[src/rtl/psr_window_unit_if.sv]
// Bundles the control-unit side of the PSR/window unit: op strobes, ALU flags,
// WRPSR data, WIM and branch condition in; PSR, branch result and exceptions out.
interface psr_window_unit_if #(
    parameter int NWINDOWS = 8
);
    logic [2:0]          op;
    logic                icc_we;
    logic                alu_n;
    logic                alu_z;
    logic                alu_v;
    logic                alu_c;
    logic [31:0]         wr_data;
    logic [NWINDOWS-1:0] wim;
    logic [3:0]          cond;

    logic [31:0]         psr_out;
    logic [4:0]          cwp;
    logic                cond_true;
    logic                exc_valid;
    logic [5:0]          exc_tt;
    logic                error_mode;

    modport master (
        output op, icc_we, alu_n, alu_z, alu_v, alu_c, wr_data, wim, cond,
        input  psr_out, cwp, cond_true, exc_valid, exc_tt, error_mode
    );

    modport slave (
        input  op, icc_we, alu_n, alu_z, alu_v, alu_c, wr_data, wim, cond,
        output psr_out, cwp, cond_true, exc_valid, exc_tt, error_mode
    );
endinterface

[src/rtl/psr_window_unit.sv]
// SPARC processor-state unit: PSR storage, icc update, Bicc evaluation and
// WIM-checked register-window sequencing for SAVE/RESTORE/TRAP/RETT/WRPSR.
//
// state      | meaning
// MODE_RUN   | normal operation, ops and icc_we are honoured
// MODE_ERROR | TRAP taken with ET=0; everything frozen until reset
module psr_window_unit #(
    parameter int NWINDOWS = 8
) (
    input logic           clk,
    input logic           rst_n,
    psr_window_unit_if.slave bus
);

    typedef enum logic {
        MODE_RUN   = 1'b0,
        MODE_ERROR = 1'b1
    } mode_t;

    localparam logic [2:0] OP_SAVE    = 3'd1;
    localparam logic [2:0] OP_RESTORE = 3'd2;
    localparam logic [2:0] OP_TRAP    = 3'd3;
    localparam logic [2:0] OP_RETT    = 3'd4;
    localparam logic [2:0] OP_WRPSR   = 3'd5;

    localparam logic [5:0] TT_ILLEGAL = 6'h02;
    localparam logic [5:0] TT_PRIV    = 6'h03;
    localparam logic [5:0] TT_WOF     = 6'h05;
    localparam logic [5:0] TT_WUF     = 6'h06;

    localparam logic [4:0]          CWP_MAX = 5'(NWINDOWS - 1);
    localparam logic [5:0]          NWIN_W  = 6'(NWINDOWS);
    localparam logic [NWINDOWS-1:0] WIM_ONE = {{(NWINDOWS-1){1'b0}}, 1'b1};

    mode_t       mode_q, mode_d;
    logic [3:0]  icc_q, icc_d;
    logic [3:0]  pil_q, pil_d;
    logic        s_q, s_d;
    logic        ps_q, ps_d;
    logic        et_q, et_d;
    logic [4:0]  cwp_q, cwp_d;
    logic        exc_valid_q, exc_valid_d;
    logic [5:0]  exc_tt_q, exc_tt_d;

    logic [4:0]  cwp_dec;
    logic [4:0]  cwp_inc;
    logic        wim_dec;
    logic        wim_inc;
    logic        wr_cwp_bad;
    logic        unused_wr;

    // Window neighbours with explicit wrap so non-power-of-two NWINDOWS works.
    assign cwp_dec    = (cwp_q == 5'd0)    ? CWP_MAX : cwp_q - 5'd1;
    assign cwp_inc    = (cwp_q == CWP_MAX) ? 5'd0    : cwp_q + 5'd1;
    assign wim_dec    = |(bus.wim & (WIM_ONE << cwp_dec));
    assign wim_inc    = |(bus.wim & (WIM_ONE << cwp_inc));
    assign wr_cwp_bad = {1'b0, bus.wr_data[4:0]} >= NWIN_W;
    assign unused_wr  = ^{bus.wr_data[31:24], bus.wr_data[19:12]};

    always_ff @(posedge clk or negedge rst_n) begin
        if (!rst_n) begin
            mode_q      <= MODE_RUN;
            icc_q       <= 4'd0;
            pil_q       <= 4'd0;
            s_q         <= 1'b1;
            ps_q        <= 1'b0;
            et_q        <= 1'b0;
            cwp_q       <= 5'd0;
            exc_valid_q <= 1'b0;
            exc_tt_q    <= 6'd0;
        end else begin
            mode_q      <= mode_d;
            icc_q       <= icc_d;
            pil_q       <= pil_d;
            s_q         <= s_d;
            ps_q        <= ps_d;
            et_q        <= et_d;
            cwp_q       <= cwp_d;
            exc_valid_q <= exc_valid_d;
            exc_tt_q    <= exc_tt_d;
        end
    end

    always_comb begin
        mode_d      = mode_q;
        icc_d       = icc_q;
        pil_d       = pil_q;
        s_d         = s_q;
        ps_d        = ps_q;
        et_d        = et_q;
        cwp_d       = cwp_q;
        exc_valid_d = 1'b0;
        exc_tt_d    = exc_tt_q;

        if (mode_q == MODE_RUN) begin
            // Flag load rides along with every op; a successful WRPSR overrides it below.
            if (bus.icc_we) begin
                icc_d = {bus.alu_n, bus.alu_z, bus.alu_v, bus.alu_c};
            end

            case (bus.op)
                OP_SAVE: begin
                    if (wim_dec) begin
                        exc_valid_d = 1'b1;
                        exc_tt_d    = TT_WOF;
                    end else begin
                        cwp_d = cwp_dec;
                    end
                end
                OP_RESTORE: begin
                    if (wim_inc) begin
                        exc_valid_d = 1'b1;
                        exc_tt_d    = TT_WUF;
                    end else begin
                        cwp_d = cwp_inc;
                    end
                end
                OP_TRAP: begin
                    if (!et_q) begin
                        mode_d = MODE_ERROR;
                    end else begin
                        ps_d  = s_q;
                        s_d   = 1'b1;
                        et_d  = 1'b0;
                        cwp_d = cwp_dec;
                    end
                end
                OP_RETT: begin
                    if (et_q) begin
                        exc_valid_d = 1'b1;
                        exc_tt_d    = TT_ILLEGAL;
                    end else if (!s_q) begin
                        exc_valid_d = 1'b1;
                        exc_tt_d    = TT_PRIV;
                    end else if (wim_inc) begin
                        exc_valid_d = 1'b1;
                        exc_tt_d    = TT_WUF;
                    end else begin
                        et_d  = 1'b1;
                        s_d   = ps_q;
                        cwp_d = cwp_inc;
                    end
                end
                OP_WRPSR: begin
                    if (!s_q) begin
                        exc_valid_d = 1'b1;
                        exc_tt_d    = TT_PRIV;
                    end else if (wr_cwp_bad) begin
                        exc_valid_d = 1'b1;
                        exc_tt_d    = TT_ILLEGAL;
                    end else begin
                        icc_d = bus.wr_data[23:20];
                        pil_d = bus.wr_data[11:8];
                        s_d   = bus.wr_data[7];
                        ps_d  = bus.wr_data[6];
                        et_d  = bus.wr_data[5];
                        cwp_d = bus.wr_data[4:0];
                    end
                end
                default: begin
                end
            endcase
        end
    end

    always_comb begin
        logic n, z, v, c;
        {n, z, v, c} = icc_q;
        bus.cond_true = 1'b0;
        case (bus.cond)
            4'h0: bus.cond_true = 1'b0;
            4'h1: bus.cond_true = z;
            4'h2: bus.cond_true = z | (n ^ v);
            4'h3: bus.cond_true = n ^ v;
            4'h4: bus.cond_true = c | z;
            4'h5: bus.cond_true = c;
            4'h6: bus.cond_true = n;
            4'h7: bus.cond_true = v;
            4'h8: bus.cond_true = 1'b1;
            4'h9: bus.cond_true = ~z;
            4'hA: bus.cond_true = ~(z | (n ^ v));
            4'hB: bus.cond_true = ~(n ^ v);
            4'hC: bus.cond_true = ~(c | z);
            4'hD: bus.cond_true = ~c;
            4'hE: bus.cond_true = ~n;
            4'hF: bus.cond_true = ~v;
            default: bus.cond_true = 1'b0;
        endcase
    end

    assign bus.psr_out    = {8'h00, icc_q, 8'h00, pil_q, s_q, ps_q, et_q, cwp_q};
    assign bus.cwp        = cwp_q;
    assign bus.exc_valid  = exc_valid_q;
    assign bus.exc_tt     = exc_tt_q;
    assign bus.error_mode = (mode_q == MODE_ERROR);

endmodule

[src/flat_wrapper.sv]
// flat-port wrapper written by rule: the top's interface ports become plain ports
module psr_window_unit_flat 
#(
    parameter int NWINDOWS = 8
)
  (clk, rst_n, bus_op, bus_icc_we, bus_alu_n, bus_alu_z, bus_alu_v, bus_alu_c, bus_wr_data, bus_wim, bus_cond, bus_psr_out, bus_cwp, bus_cond_true, bus_exc_valid, bus_exc_tt, bus_error_mode);
  psr_window_unit_if #(.NWINDOWS(NWINDOWS)) bus_i ();
  input logic clk;
  input logic rst_n;
  input wire logic [$bits(bus_i.op)-1:0] bus_op;
  input wire logic [$bits(bus_i.icc_we)-1:0] bus_icc_we;
  input wire logic [$bits(bus_i.alu_n)-1:0] bus_alu_n;
  input wire logic [$bits(bus_i.alu_z)-1:0] bus_alu_z;
  input wire logic [$bits(bus_i.alu_v)-1:0] bus_alu_v;
  input wire logic [$bits(bus_i.alu_c)-1:0] bus_alu_c;
  input wire logic [$bits(bus_i.wr_data)-1:0] bus_wr_data;
  input wire logic [$bits(bus_i.wim)-1:0] bus_wim;
  input wire logic [$bits(bus_i.cond)-1:0] bus_cond;
  output wire logic [$bits(bus_i.psr_out)-1:0] bus_psr_out;
  output wire logic [$bits(bus_i.cwp)-1:0] bus_cwp;
  output wire logic [$bits(bus_i.cond_true)-1:0] bus_cond_true;
  output wire logic [$bits(bus_i.exc_valid)-1:0] bus_exc_valid;
  output wire logic [$bits(bus_i.exc_tt)-1:0] bus_exc_tt;
  output wire logic [$bits(bus_i.error_mode)-1:0] bus_error_mode;
  assign bus_i.op = bus_op;
  assign bus_i.icc_we = bus_icc_we;
  assign bus_i.alu_n = bus_alu_n;
  assign bus_i.alu_z = bus_alu_z;
  assign bus_i.alu_v = bus_alu_v;
  assign bus_i.alu_c = bus_alu_c;
  assign bus_i.wr_data = bus_wr_data;
  assign bus_i.wim = bus_wim;
  assign bus_i.cond = bus_cond;
  assign bus_psr_out = bus_i.psr_out;
  assign bus_cwp = bus_i.cwp;
  assign bus_cond_true = bus_i.cond_true;
  assign bus_exc_valid = bus_i.exc_valid;
  assign bus_exc_tt = bus_i.exc_tt;
  assign bus_error_mode = bus_i.error_mode;
  psr_window_unit #(.NWINDOWS(NWINDOWS)) u_core (.clk(clk), .rst_n(rst_n), .bus(bus_i));
endmodule
[config.mk]
export PLATFORM = sky130hd
export DESIGN_NAME = psr_window_unit_flat
export DESIGN_NICKNAME = d
export VERILOG_FILES = /design/src/rtl/psr_window_unit_if.sv /design/src/rtl/psr_window_unit.sv /design/src/flat_wrapper.sv
export SDC_FILE = /design/constraint.sdc
export NUM_CORES = 1
export LEC_CHECK = 0
export CAP_MARGIN = 10
export CORE_ASPECT_RATIO = 1.75
export CORE_MARGIN = 2
export CORE_UTILIZATION = 43
export CTS_BUF_LIST = sky130_fd_sc_hd__clkbuf_8
export DETAILED_ROUTE_END_ITERATION = 10
export GPL_TIMING_DRIVEN = 1
export PLACE_DENSITY = 0.86
export REMOVE_ABC_BUFFERS = 1
export SETUP_SLACK_MARGIN = 0.15
export SYNTH_ARGS = -nofsm -noshare
export SYNTH_HDL_FRONTEND = slang
export SYNTH_SLANG_ARGS = --single-unit
export TNS_END_PERCENT = 50
[constraint.sdc]
create_clock -name clk -period 4.5 [get_ports clk]
set_input_delay 0.675 -clock clk [delete_from_list [all_inputs] [get_ports clk]]
set_output_delay 0.675 -clock clk [all_outputs]
set_load 0.02 [all_outputs]
======== Word level (Yosys, flattened, before mapping) ========
Index checks and enable logic that the tools add are counted.
word-level totals
  input bits .............................. 54
  word-level logic and storage cells ...... 121
  output and inout port bits .............. 46
  bits in registers ....................... 24
operators by class
  multiplexer cells ....................... 50
  reductions and logical operators ........ 14
  add/subtract/negate cells ............... 2
  bitwise operators ....................... 14
  shifts and indexed selects .............. 2
  magnitude comparators ................... 1
  equality and inequality tests ........... 29
operator list
  cell                   count
  $mux W5                9
  $mux W6                6
  $eq A4 B4 Y1 const B   8
  $pmux W5 S5            1
  $mux W1                24
  $pmux W6 S4            1
  $and A8 B8 Y8          2
  $eq A4 B3 Y1 const B   4
  $mux W4                4
  $pmux W1 S16           1
  $reduce_and A4 Y1      4
  $reduce_or A8 Y1       2
  $shl A1 B5 Y8 const A  2
  $not A1 Y1             9
  $eq A4 B2 Y1 const B   2
  $ne A2 B1 Y1 const B   4
  $reduce_and A8 Y1      1
  $eq A3 B2 Y1 const B   2
  $eq A3 B3 Y1 const B   2
  $ne A2 B2 Y1 const B   3
  $pmux W1 S3            2
  $add A5 B1 Y5 const B  1
  $eq A5 B3 Y1 const B   1
  $ge A5 B4 Y1 const B   1
  15 further kinds       16

======== Logic depth before layout (Yosys ltp) ========
Gate-level depths: netlist of the first run.
  depth after elaboration ................. 10
  depth in mapped cells ................... 10
  depth with buffers taken out ............ 9

======== Worst setup path after synthesis of the first run ========
OpenSTA, ideal clock, no wires.
  path type ............................... register -> register
  from .................................... reg u_core.cwp_q[0] (netlist: u_core.bus.cwp[0])
  to ...................................... reg u_core.cwp_q[0] (netlist: u_core.bus.cwp[0])
  library setup time ...................... 0.125 ns
  data arrival time ....................... 3.096 ns
  path buffers ............................ 1
  cell stages (with the launch flop) ...... 11
  required time ........................... 4.375 ns
  period minus slack after synthesis ...... 3.221 ns
  setup slack ............................. 1.279 ns
  cell sequence ........................... dfrtp_1 -> buf_2 -> inv_1 -> ha_1 -> or3b_1 -> o21ai_1 -> mux4_2 -> a32oi_1 -> nor3_2 -> nor4b_4 -> mux2_2
between the ends
  cells in the longest elaborated chain, start to end .. 9
  elaborated cells between the ends (all ways) .. 20
  classes of those cells .................. 2 x add/sub; 2 x eq/ne; 2 x shift; 8 x mux; 2 x bitwise; 4 x reduce/logical
ends and longest elaborated chain
  item                                                  RTL line                                        text
  from (decl)                                           psr_window_unit.sv:41                           logic [4:0] cwp_q, cwp_d;
  from (signal assigned)                                psr_window_unit.sv:78                           cwp_q <= cwp_d;
  $add A5 B1 Y5 / $eq A5 B3 Y1 (equally long branches)  psr_window_unit.sv:54                           assign cwp_inc = (cwp_q == CWP_MAX) ? 5'd0 : cwp_q + 5'd1;
  $mux W5                                               psr_window_unit.sv:54
  $shl A1 B5 Y8                                         psr_window_unit.sv:56                           assign wim_inc = |(bus.wim & (WIM_ONE << cwp_inc));
  $and A8 B8 Y8                                         psr_window_unit.sv:56
  $reduce_or A8 Y1                                      psr_window_unit.sv:56
  $mux W5                                               psr_window_unit.sv:111, psr_window_unit.sv:135
  $mux W5                                               psr_window_unit.sv:132                          end else if (!s_q) begin
  $mux W5                                               psr_window_unit.sv:129                          if (et_q) begin
  $pmux W5 S5                                           psr_window_unit.sv:101                          case (bus.op)
Parallel ways exist; a longest one is shown, timed or not. The select of a mux whose other input is x is not followed.
A chain may end at the register's enable or synchronous reset.

======== Worst setup path in the final report of the first run ========
  from .................................... reg u_core.cwp_q[0] (netlist: u_core.bus.cwp[0])
  to ...................................... reg u_core.cwp_q[2] (netlist: u_core.bus.cwp[2])
The elaborated chain is that of the path after synthesis.

==> results.toml, run 1 <==
[global_route]
grt_pass1_vias = 2091
grt_usage_pct = 20.5
antenna_found_initial = 0
grt_max_degree = 25
overflow = 0
grt_pass1_wl_microns = 9230

[floorplanning]
initial_utilization_pct = 43.8
row_count = 34
io_pins = 100
core_sq_um = 4890
die-area_sq_um = 5590
die_w_microns = 57.4
die_h_microns = 97.4

[clocking]
clockBufferDepth = 2
cts_tree = "yes"
cts_setup_buffers = 0
cts_buffers = 3
clock_tree.root_cell = "clkbuf_8"
cts_hold_buf = 0
cts_resized = 0
h-tree-depth = 1
clk_pin_slew_ns = 0.09
cts_sinks = 24
clk_latency_ns = 0.27

[critical_path]
reg2reg_depth = 9
worstReg2RegStart = "u_core.bus.cwp[0]$_DFFE_PN0P_"
worstPathArrival_ns = 3.81
reg2reg_to = "u_core.bus.cwp[2]$_DFFE_PN0P_"
critPathMaxFanout = 12
reg2reg_slack_ns = 0.84
cp-start-kind = "flop"
crit_type = "flop to flop"
end_kind = "flop"
cp.required_ns = 4.66

[detailed_routing]
wl_microns = 5620
routed-via-count = 2108
vias_per_cell = 5.81
drtPass1Iterations = 5
ant_nets = 0
wl_per_cell_microns = 15.5
drcViolationCount = 0
drt_iter0_drc = 84

[finish]
insertedDiodeCount = 0
area_growth_pct = 29.6
drive_above_1_share_pct = 8.09
fin_nets = 366
final_util_pct = 56.8

[synth]
synth_area_per_cell_sq_um = 8.31
synth_area_sq_um = 2140
synth_cells = 258
synth_seq_cells = 24
ys_seq_area_share_pct = 28.1
synthDistinctLibCells = 57
async_flop_share_pct = 100
synth_flop_cell = "dfrtp_1"
yosysWarnings = 0
synth_edf_count = 0

[timing]
relSlewSlack_pct = 29.4
hold_viol = 0
fin_crit_sh_pct = 81.2
clock_skew_ns = 0.00514
rsz0062_at_grt = "false"
layout_min_cycle_time_ns = 3.66
worstMarginPinSlew_ns = 1.06
final_max_slew_viol_count = 0
fmax_mhz = 274
setup-violations-final = 0
setup_tns_ns = 0

[pwr]
vdd_drop_max_mv = 0.386
cellPowerDensity_nw_per_um2 = 571
total_leakage_power_nw = 1.13

[hold_path]
holdPathStages = 1
min_to = "u_core.bus.exc_tt[5]$_DFFE_PN0P_"
hold_start = "u_core.bus.exc_tt[5]$_DFFE_PN0P_"
holdCritPathClass = "flop to flop"

[place]
hpwl_microns = 4340
port_buffers = 67
routabilityCongestion = 0.981

[status]
outcome = "finished, final reports clean"

[job]
maxCapViolations = 0
==> cells in the mapped netlist, types with 3 or more instances <==
cell      count  share of area (%)
inv_1         8                1.4
nor3_1        5                1.2
mux4_2        3                3.2
mux2i_1       5                2.3
nand2_1      28                4.9
a211oi_1      4                1.4
nor2_1       16                2.8
xor2_1        3                1.2
a22oi_1       6                2.1
dfrtp_1      23                 27
and2_1        5                1.5
mux2_2        6                3.2
clkbuf_1      8                1.4
o22ai_1       4                1.2
o21ai_0      19                4.4
a21oi_1      24                5.6
buf_4        25                8.8
nand3_1       4               0.93
xnor2_1       3                1.2
a21o_1        5                1.8
nor2b_1       7                2.0
==> power by group <==
| part | switching (mW) | internal [mW] |
|---|---|---|
| sequential | 0.115 | 0.288 |
| clock | 0.0703 | 0.119 |
| combinational | 0.536 | 0.458 |
| total | 0.721 | 0.865 |
==> flip-flops by register name, indices dropped and copies added, names as in the netlist <==
name / flops
u_core.bus.exc_tt: 6
u_core.bus.cwp: 5
u_core.icc_q: 4
u_core.pil_q: 4
u_core.bus.error_mode: 1
u_core.bus.exc_valid: 1
u_core.et_q: 1
u_core.ps_q: 1
u_core.s_q: 1
==> layout by cell type (no fill, tap or decap), types with 3 or more instances in the layout <==
master,count
clkdlybuf4s50_1,67
conb_1,16
dfrtp_1,23
inv_1,8
nor2b_1,7
buf_4,3
a21o_1,5
nand2_1,28
a22oi_1,6
mux4_2,3
clkbuf_8,3
o21ai_0,19
nor2_1,16
xor2_1,3
a21oi_1,24
a211oi_1,4
nand3_1,4
xnor2_1,3
mux2_2,6
nor3_1,5
o22ai_1,4
and2_1,5
mux2i_1,5
==> worst max-delay path: stages (launching register included) <==
cell and delay [ns]:
dfrtp_1 0.54, inv_1 0.14, ha_1 0.32, or3b_1 0.44, o21ai_1 0.35, mux4_2 0.36, a32oi_1 0.36, nor3_2 0.11
nor4b_4 0.53, mux2_2 0.39
==> cell families (layout without fill, tap and decap cells) <==
family,after synthesis,count (layout),share of synthesized area [%]
compound gates,86,86,26.4
simple gates,77,77,18.4
buf+inv,47,83,13.4
flops,24,24,28.1
mux,15,15,9.86
xor+xnor,6,6,2.45
fa+ha+maj,2,2,1.17
other cells,1,16,0.175
==> how the worst max path moves through the flow <==
stage	start	to	slack [ns]
final	u_core.bus.cwp[0]$_DFFE_PN0P_	u_core.bus.cwp[2]$_DFFE_PN0P_	0.84
after global routing	u_core.bus.cwp[0]$_DFFE_PN0P_	u_core.bus.cwp[2]$_DFFE_PN0P_	0.63
after CTS	u_core.bus.cwp[0]$_DFFE_PN0P_	u_core.bus.cwp[2]$_DFFE_PN0P_	0.82
after detailed placement	u_core.bus.cwp[0]$_DFFE_PN0P_	u_core.bus.cwp[2]$_DFFE_PN0P_	0.85
after global placement	u_core.bus.cwp[0]$_DFFE_PN0P_	u_core.bus.cwp[2]$_DFFE_PN0P_	0.90
after floorplan	u_core.bus.cwp[0]$_DFFE_PN0P_	u_core.bus.cwp[2]$_DFFE_PN0P_	1.25
==> final cells by class <==
class	count	area (sq um)
Fill cell	443	2110
Multi-Input combinational cell	202	1310
Timing Repair Buffer	70	693
Sequential cell	24	602
Tap cell	54	67.6
Clock buffer	3	41.3
Inverter	9	33.8
Clock inverter	1	30.0
==> layer usage <==
metal	GRT usage, %	wire length (microns)
met3	2.93	437
met2	35.7	2860
met5	0	0
met1	22.4	2070
met4	12.9	252
==> stage by stage <==
stage / hold slack, ns / total power [mW] / area (sq um) / cells / setup WS (ns)
floorplan: 0.379 / 1.01 / 1950 / 235 / 1.25
global placement: 0.476 / 1.37 / 2710 / 359 / 0.903
detailed placement: 0.474 / 1.39 / 2710 / 359 / 0.845
CTS: 0.502 / 1.59 / 2780 / 363 / 0.821
global route: 0.530 / 1.70 / 2780 / 363 / 0.627
finish: 0.496 / 1.59 / 2780 / 363 / 0.845
Note: power is estimated with default switching activity, not from simulation.
==> run 2: changes to the inputs <==
--- a/config.mk
+++ b/config.mk
@@ -8,11 +8,11 @@
 export CAP_MARGIN = 10
 export CORE_ASPECT_RATIO = 1.75
 export CORE_MARGIN = 2
-export CORE_UTILIZATION = 43
+export CORE_UTILIZATION = 39
 export CTS_BUF_LIST = sky130_fd_sc_hd__clkbuf_8
 export DETAILED_ROUTE_END_ITERATION = 10
 export GPL_TIMING_DRIVEN = 1
-export PLACE_DENSITY = 0.86
+export PLACE_DENSITY = 0.83
 export REMOVE_ABC_BUFFERS = 1
 export SETUP_SLACK_MARGIN = 0.15
 export SYNTH_ARGS = -nofsm -noshare
==> constraint.sdc (replaced) <==
create_clock -name clk -period 3.3 [get_ports clk]
set_input_delay 0.495 -clock clk [delete_from_list [all_inputs] [get_ports clk]]
set_output_delay 0.495 -clock clk [all_outputs]
set_load 0.02 [all_outputs]
==> run 2 against run 1 <==
- die area increased by 9.7%
- highest routed layer unchanged
- largest power group unchanged
- global-route usage decreased by 0.63 points
- cell count increased by 10%
- critical endpoint is now u_core.bus.cwp[0]$_DFFE_PN0P_
==> results.toml, run 2 (same netlist as run 1, synthesis figures left out) <==
[critical_path]
critPathMaxFanout = 11
cp.required_ns = 3.47
cp-start-kind = "flop"
crit_type = "flop to flop"
end_kind = "flop"
worstPathArrival_ns = 3.16

[global_route]
grt_pass1_wl_microns = 9320
grt_max_degree = 25
overflow = 0
antenna_found_initial = 0
grt_pass1_vias = 1985
grt_usage_pct = 19.9

[pwr]
seq_power_share_pct = 21.9
power.net_switching_mw = 1.02
vdd_drop_max_mv = 0.527
cellPowerDensity_nw_per_um2 = 766
clockPowerShare_pct = 11.7
p_comb_share_pct = 66.4
swShare_pct = 45.0
total_leakage_power_nw = 1.22
internal_power_mw = 1.24

[detailed_routing]
routed-via-count = 2183
ant_nets = 0
drcViolationCount = 0
vias_per_cell = 5.46
wl_per_cell_microns = 14.9
drtPass1Iterations = 4
wl_microns = 5970
drt_iter0_drc = 89

[finish]
instances_no_fill = 400
fin_nets = 383
insertedDiodeCount = 0
final_common_cell = "clkdlybuf4s50_1"
largest_register_ffs = 6
fillers = 491
drive_above_1_share_pct = 13.5
final_util_pct = 55.5
mostFrequentLayoutCells = "clkdlybuf4s50_1, nand2_1, a21oi_1"
area_growth_pct = 37.2

[clocking]
cts_sinks = 24
clockBufferDepth = 2
clk_latency_ns = 0.27
cts_hold_buf = 0
cts_setup_buffers = 0
clock_tree.root_cell = "clkbuf_8"
cts_buffers = 3
h-tree-depth = 1
cts_tree = "yes"
clk_pin_slew_ns = 0.09

[timing]
fmax_mhz = 334
fin_crit_sh_pct = 90.7
worstMarginPinSlew_ns = 0.543
relSlewSlack_pct = 63.3
setup_tns_ns = 0
clock_skew_ns = 0.00443
layout_min_cycle_time_ns = 2.99
setup-violations-final = 0
rsz0062_at_grt = "false"
hold_viol = 0
final_max_slew_viol_count = 0

[floorplanning]
die-area_sq_um = 6130
die_h_microns = 102
io_pins = 100
core_sq_um = 5300
initial_utilization_pct = 40.5
die_w_microns = 60.1
row_count = 35

[job]
maxCapViolations = 0

[place]
hpwl_microns = 4610
port_buffers = 67
routabilityCongestion = 0.971
dpl.cell_count = 396

[hold_path]
holdCritPathClass = "flop to flop"

[status]
outcome = "finished, final reports clean"
-- run 2: final timing paths --
check	to	cells past startpoint	slack, ns	startpoint
setup reg to reg	u_core.bus.cwp[0]$_DFFE_PN0P_	8	0.31	u_core.bus.cwp[0]$_DFFE_PN0P_
setup / recovery	u_core.bus.cwp[0]$_DFFE_PN0P_	8	0.31	u_core.bus.cwp[0]$_DFFE_PN0P_
max in group asynchronous	u_core.s_q$_DFFE_PN1P_	2	2.43	rst_n
hold / removal	u_core.bus.exc_tt[5]$_DFFE_PN0P_	1	0.50	u_core.bus.exc_tt[5]$_DFFE_PN0P_
hold reg to reg	u_core.bus.exc_tt[5]$_DFFE_PN0P_	1	0.50	u_core.bus.exc_tt[5]$_DFFE_PN0P_
min in group asynchronous	u_core.bus.cwp[0]$_DFFE_PN0P_	2	0.58	rst_n
-- run 2: power groups by stage --
stage | combinational [mW] | sequential, mW | clock [mW]
after floorplan | 0.679 | 0.700 | 0
after global placement | 1.44 | 0.495 | 0
after detailed placement | 1.47 | 0.500 | 0
after CTS | 1.48 | 0.494 | 0.269
after global routing | 1.61 | 0.514 | 0.278
final | 1.50 | 0.494 | 0.263
-- run 2: repair_timing --
| action | in CTS | in global routing |
|---|---|---|
| endpoints found under the hold margin | 0 | 0 |
| setup endpoints to repair | 0 | 5 |
| gates resized for setup | 0 | 2 |
-- run 2: through the flow --
stage	instance area, sq um	hold WS, ns	total power, mW	worst slack (ns)
floorplan	1950	0.199	1.38	0.0477
global placement	2860	0.475	1.94	0.277
detailed placement	2860	0.485	1.97	0.251
CTS	2930	0.507	2.24	0.223
global route	2940	0.527	2.40	0.218
finish	2940	0.501	2.26	0.307
-- run 2: layer usage --
metal	GRT usage (%)	share of wire (%)	vias to the layer above
met5	0	0	-
met4	7.86	3.0	0
met3	1.65	6.7	12
met2	37.6	54	118
met1	21.9	37	1015
li1	-	-	1038
-- run 2: final cells by class --
cell class	count	area (sq um)	area share, %
inverters	9	33.8	1.15
clock inverters	1	30.0	1.02
multi-input cells	202	1320	44.9
well taps	74	92.6	3.15
repair buffers	87	821	27.9
clock buffers	3	41.3	1.40
flip-flops and latches	24	602	20.5
-- run 2: critical path, stage by stage, from the launching register on --
cell     delay (ns)
dfrtp_1        0.39
buf_4          0.18
ha_1           0.33
a31oi_4        0.28
mux4_2         0.58
a41oi_2        0.20
nand3_2        0.13
nor4b_4        0.41
mux2_2         0.38
